$ cat src/rtl/data_mem_arbiter.sv
// Round-robin arbiter sharing one single-port data memory between the CPU (port A)
// and the debug/boot port (port B); waits out read latency and drives the CPU stall.
module data_mem_arbiter #(
  parameter int unsigned AW     = 19,
  parameter int unsigned DW     = 19,
  parameter int unsigned RD_LAT = 1
) (
  input  logic          clk,
  input  logic          reset,
  input  logic          a_req,
  input  logic          a_we,
  input  logic [AW-1:0] a_addr,
  input  logic [DW-1:0] a_wdata,
  output logic          a_gnt,
  output logic          a_rvalid,
  output logic [DW-1:0] a_rdata,
  input  logic          b_req,
  input  logic          b_we,
  input  logic [AW-1:0] b_addr,
  input  logic [DW-1:0] b_wdata,
  output logic          b_gnt,
  output logic          b_rvalid,
  output logic [DW-1:0] b_rdata,
  output logic          cpu_stall,
  output logic          mem_read,
  output logic          mem_write,
  output logic [AW-1:0] mem_addr,
  output logic [DW-1:0] mem_wdata,
  input  logic [DW-1:0] mem_rdata
);

  localparam int unsigned CntW = (RD_LAT > 1) ? $clog2(RD_LAT) : 1;
  localparam logic [CntW-1:0] CntLoad = CntW'(RD_LAT - 1);

  typedef enum logic {StIdle, StRdWait} state_e;

  state_e          state_q, state_d;
  logic            ptr_q, ptr_d;      // 1: B wins a tie
  logic            owner_q, owner_d;  // 1: B owns the outstanding read
  logic [CntW-1:0] cnt_q, cnt_d;
  logic [AW-1:0]   addr_q;
  logic [DW-1:0]   wdata_q;
  logic [DW-1:0]   a_rdata_q, b_rdata_q;

  logic gnt_a, gnt_b, issue, issue_we, rd_done;

  // Grants are suppressed while reset is asserted so every output reads 0.
  always_comb begin
    gnt_a = 1'b0;
    gnt_b = 1'b0;
    if (state_q == StIdle && !reset) begin
      if (a_req && b_req) begin
        gnt_b = ptr_q;
        gnt_a = ~ptr_q;
      end else begin
        gnt_a = a_req;
        gnt_b = b_req;
      end
    end
  end

  assign issue    = gnt_a | gnt_b;
  assign issue_we = gnt_b ? b_we : a_we;
  assign rd_done  = (state_q == StRdWait) && (cnt_q == '0);

  always_ff @(posedge clk or posedge reset) begin
    if (reset) begin
      state_q <= StIdle;
      ptr_q   <= 1'b0;
      owner_q <= 1'b0;
      cnt_q   <= '0;
    end else begin
      state_q <= state_d;
      ptr_q   <= ptr_d;
      owner_q <= owner_d;
      cnt_q   <= cnt_d;
    end
  end

  always_comb begin
    state_d = state_q;
    ptr_d   = ptr_q;
    owner_d = owner_q;
    cnt_d   = cnt_q;
    unique case (state_q)
      StIdle: begin
        if (issue) begin
          ptr_d = gnt_a;
          if (!issue_we) begin
            state_d = StRdWait;
            owner_d = gnt_b;
            cnt_d   = CntLoad;
          end
        end
      end
      StRdWait: begin
        if (cnt_q == '0) begin
          state_d = StIdle;
        end else begin
          cnt_d = cnt_q - CntW'(1);
        end
      end
      default: state_d = StIdle;
    endcase
  end

  always_comb begin
    a_gnt     = gnt_a;
    b_gnt     = gnt_b;
    mem_write = issue & issue_we;
    mem_read  = issue & ~issue_we;
    mem_addr  = addr_q;
    mem_wdata = wdata_q;
    if (gnt_b) begin
      mem_addr  = b_addr;
      mem_wdata = b_wdata;
    end else if (gnt_a) begin
      mem_addr  = a_addr;
      mem_wdata = a_wdata;
    end
    a_rvalid  = rd_done & ~owner_q;
    b_rvalid  = rd_done & owner_q;
    // Read data is forwarded in the rvalid cycle, then held in the per-port register.
    a_rdata   = a_rvalid ? mem_rdata : a_rdata_q;
    b_rdata   = b_rvalid ? mem_rdata : b_rdata_q;
    cpu_stall = ~reset & ((a_req & ~gnt_a & ~a_rvalid) |
                          ((state_q == StRdWait) & ~owner_q & ~a_rvalid));
  end

  always_ff @(posedge clk or posedge reset) begin
    if (reset) begin
      addr_q    <= '0;
      wdata_q   <= '0;
      a_rdata_q <= '0;
      b_rdata_q <= '0;
    end else begin
      addr_q    <= mem_addr;
      wdata_q   <= mem_wdata;
      a_rdata_q <= a_rdata;
      b_rdata_q <= b_rdata;
    end
  end

endmodule

$ cat config.mk
export PLATFORM = sky130hd
export DESIGN_NAME = data_mem_arbiter
export DESIGN_NICKNAME = d
export VERILOG_FILES = /design/src/rtl/data_mem_arbiter.sv
export SDC_FILE = /design/constraint.sdc
export NUM_CORES = 1
export LEC_CHECK = 0
export BUFFER_PORTS_ARGS = -buffer_cell sky130_fd_sc_hd__buf_2
export CAP_MARGIN = 5
export CORE_UTILIZATION = 46
export DETAILED_ROUTE_END_ITERATION = 8
export PLACE_DENSITY = 0.81
export REMOVE_ABC_BUFFERS = 1
export SETUP_SLACK_MARGIN = 0.2
export SLEW_MARGIN = 10
export SYNTH_ARGS = -nofsm -noshare
export SYNTH_HDL_FRONTEND = slang
export SYNTH_SLANG_ARGS = --single-unit
$ cat constraint.sdc
create_clock -name clk -period 2.6 [get_ports clk]
set_clock_uncertainty 0.15 [all_clocks]
set_input_delay 0.13 -clock clk [delete_from_list [all_inputs] [get_ports clk]]
set_output_delay 0.13 -clock clk [all_outputs]
set_load 0.02 [all_outputs]
==> results of run 1 <==
layout make-up:
type,count,area [um^2]
multi-input cells,210,1489
well taps,102,127.6
clock inverters,7,80.08
fillers,506,1946
clock buffers,9,123.9
flip-flops and latches,79,1977
repair buffers,282,1921
inverters,6,23.77
how the worst min path moves through the flow:
stage	start	endpoint	slack [ps]
after floorplan	a_we	owner_q	140
after global placement	reset	state_q	150
after detailed placement	reset	state_q	150
after CTS	b_wdata[13]	wdata_q[13]	4
after global routing	b_wdata[13]	wdata_q[13]	4
final	b_addr[11]	addr_q[11]	0.3
through the flow:
step / instances / setup slack, ps
finish: 695 / 231.2
global placement: 591 / 362.3
detailed placement: 591 / 332.3
global route: 695 / 202.8
CTS: 695 / 239.1
floorplan: 295 / -559.5
sequential cells by signal, indices dropped and copies added, names as in the netlist:
signal / flops
state_q: 1
b_rdata_q: 19
a_rdata_q: 19
addr_q: 19
ptr_q: 1
wdata_q: 19
owner_q: 1
worst min-delay path, stage by stage:
cell and delay (ps):
buf_2 70, nor4_1 50, a31oi_1 190
placed cells by master (no fill, tap or decap):
| cell type | count |
|---|---|
| buf_2 | 183 |
| dlygate4sd3_1 | 88 |
| dfrtp_1 | 79 |
| nand4_1 | 39 |
| nor4_1 | 39 |
| a31oi_1 | 38 |
| mux2_2 | 38 |
| o21ai_0 | 36 |
| clkbuf_8 | 9 |
| buf_4 | 7 |
| inv_1 | 5 |
| o21ai_1 | 3 |
| buf_12 | 3 |
| nand2b_1 | 2 |
| nand2_1 | 2 |
| and3b_1 | 2 |
| clkinv_4 | 2 |
| inv_6 | 2 |
| clkinvlp_4 | 2 |
| a211o_4 | 1 |
| nor2_1 | 1 |
| nor2_2 | 1 |
| nand3_1 | 1 |
| or2_1 | 1 |
| and2b_1 | 1 |
| nor4_2 | 1 |
| o31ai_4 | 1 |
| a21oi_1 | 1 |
| clkinv_2 | 1 |
| o32a_1 | 1 |
| a21o_1 | 1 |
| bufinv_16 | 1 |
| buf_6 | 1 |
metal layers:
| layer | wire [um] | GRT usage | vias to the layer above |
|---|---|---|---|
| met5 | 0 | 0 | - |
| li1 | - | - | 1805 |
| met2 | 6165 | 0.5082 | 352 |
| met3 | 1232 | 0.06449 | 37 |
| met1 | 5156 | 0.4053 | 1929 |
| met4 | 310 | 0.1085 | 0 |
repair_timing:
item                                    in CTS  in global routing
endpoints found under the hold margin      114                  0
resized for setup                            1                  3
hold buffers                                88                  0
endpoints found under the setup margin      39                 29
cell families (layout without fill, tap and decap cells):
family / Yosys count / in the layout / synth area share
AOI/OAI and AO/OA: 82 / 82 / 0.1328
buffers and inverters: 47 / 304 / 0.05580
DFF: 79 / 79 / 0.5409
muxes: 38 / 38 / 0.1171
and+or+nand+nor: 90 / 90 / 0.1534
report_power, final:
group | switching, mW | internal [mW] | total (mW)
logic | 1.26 | 0.860 | 2.12
registers | 0.115 | 1.63 | 1.74
clock network | 0.469 | 0.453 | 0.922
==> flow_summary.json, run 1 <==
{
  "worstMarginPinSlew_ps": 693.8,
  "status": "finished, final reports clean",
  "clock_latency_ps": 340,
  "async_reset_ff_frac": 1.000,
  "worstRegToRegCells": 5,
  "rows": 32,
  "worstPathMaxFanout": 40,
  "grt_use_total": 0.3088,
  "fin_setup_tns_ps": 0,
  "area_delta_synth_final_pct": 57.10,
  "seq_area_frac_synth": 0.5409,
  "regToRegSetupSlack_ps": 290,
  "synth_edf_count": 0,
  "fmax_mhz": 422.2,
  "crit_chain": "dlygate4sd3_1 -> buf_2 -> or2_1 -> buf_4 -> nor4_1 -> a31oi_1 -> dlygate4sd3_1",
  "crit_end": "addr_q[16]",
  "crit_top_cell": "dlygate4sd3_1",
  "slew_viol_final": 0,
  "avgSynthCellArea_um2": 10.88,
  "antenna_left": 0,
  "worst_setup_path_end_kind": "register",
  "antenna_found_initial": 0,
  "yosysUniqueCellTypes": 27,
  "cts_num_sinks": 79,
  "root_buffer": "clkbuf_8",
  "powerDensity_nw_per_um2": 834.2,
  "first_pass_iters": 5,
  "yosysWarnings": 0,
  "start_util": 0.4754,
  "yosys-top-cells-area": "dfrtp_1 (54%), mux2_2 (12%), nor4_1 (6.8%)",
  "hold-worst-slack_ps": 0.2737,
  "cp.arrival_ps": 2440,
  "synth_area_um2": 3655,
  "cp_num_buf_inv": 4,
  "final_core_utilization": 0.7469,
  "antenna_cells": 0,
  "rsz0062_at_grt": "false",
  "cp-startpoint": "reset",
  "max-slew-margin-rel": 0.5369,
  "cp.depth": 7,
  "leakage_nw": 2.590,
  "grt_pass1_vias": 3941,
  "placed_area_um2": 4638,
  "wl_per_cell_um": 18.51,
  "synth_top_area_share": 0.5409,
  "dp_hpwl_um": 7244,
  "die_h_um": 91.14,
  "ioPinCount": 184,
  "drc": 0,
  "gp_congestion": 0.7654,
  "nets": 689,
  "routed_via_density": 5.932,
  "io_buffer_count": 183,
  "cts.clk_slew.worst_paths_ps": 80,
  "min_period_ps": 2369,
  "rr_startpoint": "state_q",
  "cpLargestDelayFamily": "buffers and inverters",
  "drive_above_1_share": 0.4266,
  "core_um2": 7687,
  "r2r-end": "addr_q[16]",
  "die_x_um": 91.14,
  "synthCells": 336,
  "overflow": 0,
  "drt-initial-drc-count": 274,
  "cts.htree.levels": 3,
  "grt_pass1_wl_um": 20180,
  "vdd_drop_max_v": 0.0005024,
  "cts_buffers": 9,
  "die_area_um2": 8306,
  "vias": 4123,
  "cp.required_ps": 2670,
  "max_stage_delay_ps": 620,
  "hold_viol_final": 0,
  "slowest_stage": "dlygate4sd3_1",
  "setup_viol": 0,
  "setup.worst_path.class": "in2reg",
  "synth_top_area_cell": "dfrtp_1",
  "holdPathStages": 3,
  "wirelength_um": 12860,
  "synth_common_cells": "dfrtp_1 (79), nor4_1 (40), nand4_1 (39)",
  "grt_max_degree": 43,
  "cts_setup_buffers": 0,
  "cts_tree": "built",
  "synth_flop_cell": "dfrtp_1",
  "stdcell_area_um2": 5742,
  "cap_viol_max_count": 0,
  "clockBufferDepth": 2,
  "ys_seq_elements": 79,
  "hp-class": "in2reg",
  "period_share": 0.9111,
  "synth.most_common_cell": "dfrtp_1",
  "worstSetupStartpointType": "input pin",
  "power.total_mw": 4.790
}
Power figures use the tool's default switching activity.
==> run 2, diff against run 1 <==
--- a/config.mk
+++ b/config.mk
@@ -5,11 +5,12 @@
 export SDC_FILE = /design/constraint.sdc
 export NUM_CORES = 1
 export LEC_CHECK = 0
+export ABC_AREA = 1
 export BUFFER_PORTS_ARGS = -buffer_cell sky130_fd_sc_hd__buf_2
 export CAP_MARGIN = 5
-export CORE_UTILIZATION = 46
+export CORE_UTILIZATION = 45
 export DETAILED_ROUTE_END_ITERATION = 8
-export PLACE_DENSITY = 0.81
+export PLACE_DENSITY = 0.79
 export REMOVE_ABC_BUFFERS = 1
 export SETUP_SLACK_MARGIN = 0.2
 export SLEW_MARGIN = 10
==> flow_summary.json, run 2 <==
{
  "worstRegToRegCells": 7,
  "dp.cells": 724,
  "yosysUniqueCellTypes": 19,
  "first_pass_iters": 5,
  "yosysWarnings": 0,
  "synth_flop_cell": "dfrtp_1",
  "fmax_mhz": 426.9,
  "worstMarginPinSlew_ps": 562.9,
  "fillCellCount": 501,
  "die_h_um": 91.10,
  "max-slew-margin-rel": 0.6242,
  "yosys-top-cells-area": "dfrtp_1 (55%), nand2_1 (21%), o21ai_0 (8.4%)",
  "cp_num_buf_inv": 2,
  "synth_area_um2": 3572,
  "seq_area_frac_synth": 0.5534,
  "antenna_left": 0,
  "cap_viol_max_count": 0,
  "start_util": 0.4647,
  "grt_pass1_vias": 4036,
  "wl_per_cell_um": 14.37,
  "fin_cells": 843,
  "setup.worst_path.class": "reg2reg",
  "cp.arrival_ps": 2460,
  "nets": 837,
  "synth_edf_count": 0,
  "drive_above_1_share": 0.3009,
  "clock_latency_ps": 340,
  "worst_setup_path_end_kind": "register",
  "internal_power_mw": 2.957,
  "grt_max_degree": 43,
  "die_area_um2": 8298,
  "synth.most_common_cell": "nand2_1",
  "crit_top_cell": "nand2_1",
  "drc": 0,
  "holdPathStages": 5,
  "hold-worst-slack_ps": 8.523,
  "synth_common_cells": "nand2_1 (199), dfrtp_1 (79), inv_1 (67)",
  "cp.depth": 7,
  "rows": 32,
  "setup_viol": 0,
  "cts_tree": "built",
  "root_buffer": "clkbuf_8",
  "hp-class": "in2reg",
  "drt-initial-drc-count": 169,
  "clockBufferDepth": 2,
  "min_period_ps": 2343,
  "cts_num_sinks": 79,
  "area_delta_synth_final_pct": 62.28,
  "status": "finished, final reports clean",
  "rsz0062_at_grt": "false",
  "powerDensity_nw_per_um2": 823.0,
  "antenna_cells": 0,
  "vdd_drop_max_v": 0.0003526,
  "gp_congestion": 0.7631,
  "synthCells": 457,
  "crit_chain": "nand2_1 -> nand3_4 -> buf_12 -> o21ai_0 -> nand2_1 -> nand2_1 -> dlygate4sd3_1",
  "ioPinCount": 184,
  "hold_viol_final": 0,
  "seqPwrFrac": 0.363,
  "synth_top_area_share": 0.5534,
  "cts.clk_slew.worst_paths_ps": 80,
  "avgSynthCellArea_um2": 7.817,
  "period_share": 0.9010,
  "clkPwrFrac": 0.214,
  "pwr-share-comb": 0.423,
  "final_core_utilization": 0.7541,
  "worstSetupStartpointType": "register",
  "leakage_nw": 3.383,
  "antenna_found_initial": 0,
  "mostFrequentLayoutCells": "nand2_1 (199), buf_2 (183), dlygate4sd3_1 (90), dfrtp_1 (79), inv_1 (66)",
  "wirelength_um": 12110,
  "vias": 4131,
  "mostFrequentLayoutCell": "nand2_1",
  "fin_setup_tns_ps": 0,
  "worstPathMaxFanout": 19,
  "core_um2": 7687,
  "power.total_mw": 4.771,
  "cp.required_ps": 2720,
  "slew_viol_final": 0,
  "cpLargestDelayFamily": "buffers and inverters",
  "dp_hpwl_um": 5944,
  "cts_buffers": 9,
  "io_buffer_count": 183,
  "power.net_switching_mw": 1.814,
  "synth_top_area_cell": "dfrtp_1",
  "die_x_um": 91.10,
  "routed_via_density": 4.900,
  "cts.htree.levels": 3,
  "max_stage_delay_ps": 590,
  "grt_use_total": 0.2783,
  "ys_seq_elements": 79,
  "overflow": 0,
  "slowest_stage": "dlygate4sd3_1",
  "async_reset_ff_frac": 1.000,
  "grt_pass1_wl_um": 18220,
  "swShare": 0.3802
}
run 2: cell count changes after synthesis, moves of 37 or more:
cell	change
a31oi_1	-38
nor4_1	-40
inv_1	+61
nand4_1	-37
mux2_2	-38
nand2_1	+197
run 2: what timing repair did:
action	CTS	global route
gates resized for setup	2	2
endpoints found under the hold margin	157	0
buffers inserted	0	10
hold buffers	90	0
gates cloned	1	2
setup endpoints to repair	38	58
pin swaps	1	3
run 2: power by group through the flow:
stage	registers [mW]	logic, mW	clock network, mW
5_1_grt	1.76	2.18	1.08
4_1_cts	1.72	1.92	1.04
2_1_floorplan	1.73	1.11	0
3_3_place_gp	1.74	1.67	0
6_report	1.73	2.02	1.02
3_5_place_dp	1.75	1.71	0
run 2: worst paths after layout:
| path | start | end | slack [ps] |
|---|---|---|---|
| worst max-delay path | ptr_q | addr_q[10] | 260 |
| min in group asynchronous | reset | b_rdata_q[1] | 120 |
| worst min register to register | a_rdata_q[4] | a_rdata_q[4] | 340 |
| worst max register to register | ptr_q | addr_q[10] | 260 |
| max in group asynchronous | reset | a_rdata_q[17] | 1430 |
| worst min-delay path | a_addr[0] | addr_q[0] | 9 |
run 2: area by class of cell:
type	count	area, um^2	share of cell area
Sequential cell	79	1977	0.3410
Multi-Input combinational cell	288	1256	0.2167
Timing Repair Buffer	289	1949	0.3363
Tap cell	102	127.6	0.02202
Clock inverter	3	65.06	0.01122
Inverter	69	262.8	0.04533
Clock buffer	13	158.9	0.02741
run 2: cell families (layout without fill, tap and decap cells):
| family | after synthesis | in the layout | share of synthesized area |
|---|---|---|---|
| AO/OA/AOI/OAI | 78 | 78 | 0.1093 |
| buffers and inverters | 93 | 374 | 0.1096 |
| AND/OR/NAND/NOR | 207 | 210 | 0.2277 |
| flip-flops | 79 | 79 | 0.5534 |
run 2: metrics by stage:
| step | setup slack [ps] | instance area (um^2) |
|---|---|---|
| after global routing | 156.1 | 5797 |
| after floorplan | 136.0 | 3440 |
| final | 257.4 | 5797 |
| after global placement | 428.1 | 4529 |
| after detailed placement | 375.1 | 4529 |
| after CTS | 185.4 | 5674 |
run 2: per-layer routing:
layer / global-route usage / share of wire / vias to the layer above
met3: 0.07035 / 0.090 / 46
met2: 0.4798 / 0.49 / 250
li1: - / - / 1947
met4: 0.1468 / 0.040 / 0
met5: 0 / 0 / -
met1: 0.3182 / 0.38 / 1888
run 2: worst register-to-register path, delay by kind of cell (launching register included):
kind | cells | cell delay [ps]
compound gates | 1 | 290
buf+inv | 2 | 760
simple gates | 4 | 680
flops | 1 | 380
==> run 3, diff against run 2 <==
--- a/config.mk
+++ b/config.mk
@@ -5,12 +5,12 @@
 export SDC_FILE = /design/constraint.sdc
 export NUM_CORES = 1
 export LEC_CHECK = 0
-export ABC_AREA = 1
 export BUFFER_PORTS_ARGS = -buffer_cell sky130_fd_sc_hd__buf_2
 export CAP_MARGIN = 5
-export CORE_UTILIZATION = 45
+export CORE_MARGIN = 3
+export CORE_UTILIZATION = 46
 export DETAILED_ROUTE_END_ITERATION = 8
-export PLACE_DENSITY = 0.79
+export PLACE_DENSITY = 0.81
 export REMOVE_ABC_BUFFERS = 1
 export SETUP_SLACK_MARGIN = 0.2
 export SLEW_MARGIN = 10
==> flow_summary.json, run 3 (synthesized netlist as in run 1, its figures left out) <==
{
  "status": "complete, but fails checks",
  "violations": "negative hold slack",
  "antenna_left": 0,
  "vdd_drop_max_v": 0.0004236,
  "io_buffer_count": 183,
  "grt_max_degree": 51,
  "worstMarginPinSlew_ps": 837.7,
  "dp_hpwl_um": 7776,
  "drt-initial-drc-count": 321,
  "ioPinCount": 184,
  "min_period_ps": 2358,
  "drive_above_1_share": 0.4405,
  "cts.clk_slew.worst_paths_ps": 80,
  "mostFrequentLayoutCells": "buf_2 (183), dlygate4sd3_1 (88), dfrtp_1 (79), nand4_1 (39), nor4_1 (39)",
  "period_share": 0.9070,
  "worst_setup_path_end_kind": "output pin",
  "hold-worst-slack_ps": -9.789,
  "vias": 4270,
  "cp.arrival_ps": 2080,
  "drc": 0,
  "routed_via_density": 6.135,
  "hp-class": "in2reg",
  "grt_use_total": 0.3010,
  "crit_chain": "dlygate4sd3_1 -> buf_2 -> or2_4 -> buf_12 -> nor4_1 -> a31oi_2 -> buf_2",
  "power.total_mw": 4.875,
  "first_pass_iters": 6,
  "rows": 31,
  "gp_congestion": 0.8015,
  "cpLargestDelayFamily": "buffers and inverters",
  "cts_buffers": 9,
  "setup.worst_path.class": "in2out",
  "seqCellArea_um2": 1977,
  "area_delta_synth_final_pct": 58.88,
  "slew_viol_final": 0,
  "core_um2": 7486,
  "die_area_um2": 9051,
  "die_h_um": 95.14,
  "nets": 694,
  "wl_per_cell_um": 19.76,
  "antenna_found_initial": 0,
  "setup_viol": 0,
  "clockBufferDepth": 2,
  "pre_cts_ws_ps": 356.3,
  "max-slew-margin-rel": 0.4409,
  "cts.htree.levels": 3,
  "grt_pass1_vias": 4334,
  "cap_viol_max_count": 0,
  "clock_latency_ps": 340,
  "overflow": 0,
  "crit_top_cell": "buf_2",
  "leakage_nw": 2.625,
  "cts_setup_buffers": 0,
  "die_x_um": 95.14,
  "worstPathMaxFanout": 24,
  "mostFrequentLayoutCell": "buf_2",
  "start_util": 0.4882,
  "worstSetupStartpointType": "input pin",
  "cp.required_ps": 2320,
  "fin_setup_tns_ps": 0,
  "slowest_stage": "dlygate4sd3_1",
  "fillCellCount": 463,
  "grt_pass1_wl_um": 21210,
  "cts_tree": "built",
  "rsz0062_at_grt": "false",
  "worst_slack_ps": 241.9,
  "fmax_mhz": 424.1,
  "root_buffer": "clkbuf_8",
  "hold_viol_final": 1,
  "multiInputGateArea_um2": 1523,
  "cts_num_sinks": 79,
  "powerDensity_nw_per_um2": 839.6,
  "final_core_utilization": 0.7757,
  "max_stage_delay_ps": 530,
  "cp_num_buf_inv": 4,
  "wirelength_um": 13750,
  "antenna_cells": 0
}
[run 3: worst min-delay path, stage by stage]
cell     delay (ps)
buf_2            90
nor4_1           50
a31oi_2         160
[run 3: metrics by stage]
step / instances / hold WS, ps / cell area [um^2]
final: 696 / -9.789 / 5807
after global routing: 696 / 17.57 / 5807
after CTS: 696 / 1.935 / 5752
after detailed placement: 593 / 206.5 / 4659
after global placement: 593 / 206.9 / 4659
after floorplan: 295 / 141.6 / 3473
[run 3: cell type report]
class	count	share of cell area
flip-flops and latches	79	0.3404
repair buffers	287	0.3357
multi-input cells	210	0.2622
clock buffers	9	0.02133
well taps	99	0.02133
clock inverters	6	0.01487
inverters	6	0.004094
[run 3: report_power, final]
group	switching, mW	total (mW)	internal (mW)
logic	1.29	2.17	0.880
clock network	0.438	0.971	0.533
registers	0.108	1.74	1.63
total	1.83	4.88	3.04
[run 3: final timing paths]
check	end	start	slack, ps	cells past startpoint
hold reg to reg	a_rdata_q[6]	a_rdata_q[6]	340	1
setup / recovery	mem_addr[8]	reset	240	7
min in group asynchronous	ptr_q	reset	370	3
setup reg to reg	wdata_q[16]	ptr_q	250	4
hold / removal	addr_q[11]	b_addr[11]	-10	3
max in group asynchronous	addr_q[7]	reset	1110	4
[run 3: timing repair]
action | in CTS | in global routing
pin swaps | 0 | 0
endpoints found under the setup margin | 40 | 45
hold buffers | 88 | 0
resized for setup | 2 | 11
hold endpoints to repair | 126 | 0
[run 3: routing by layer]
metal  share of wire  routed length [um]  GRT usage  vias to the layer above
li1                -                   -          -                     1816
met1            0.36                4942     0.3803                     2029
met2            0.48                6643     0.4927                      378
met3            0.13                1842    0.07261                       47
met4           0.023                 323     0.1286                        0
met5               0                   0          0                        -
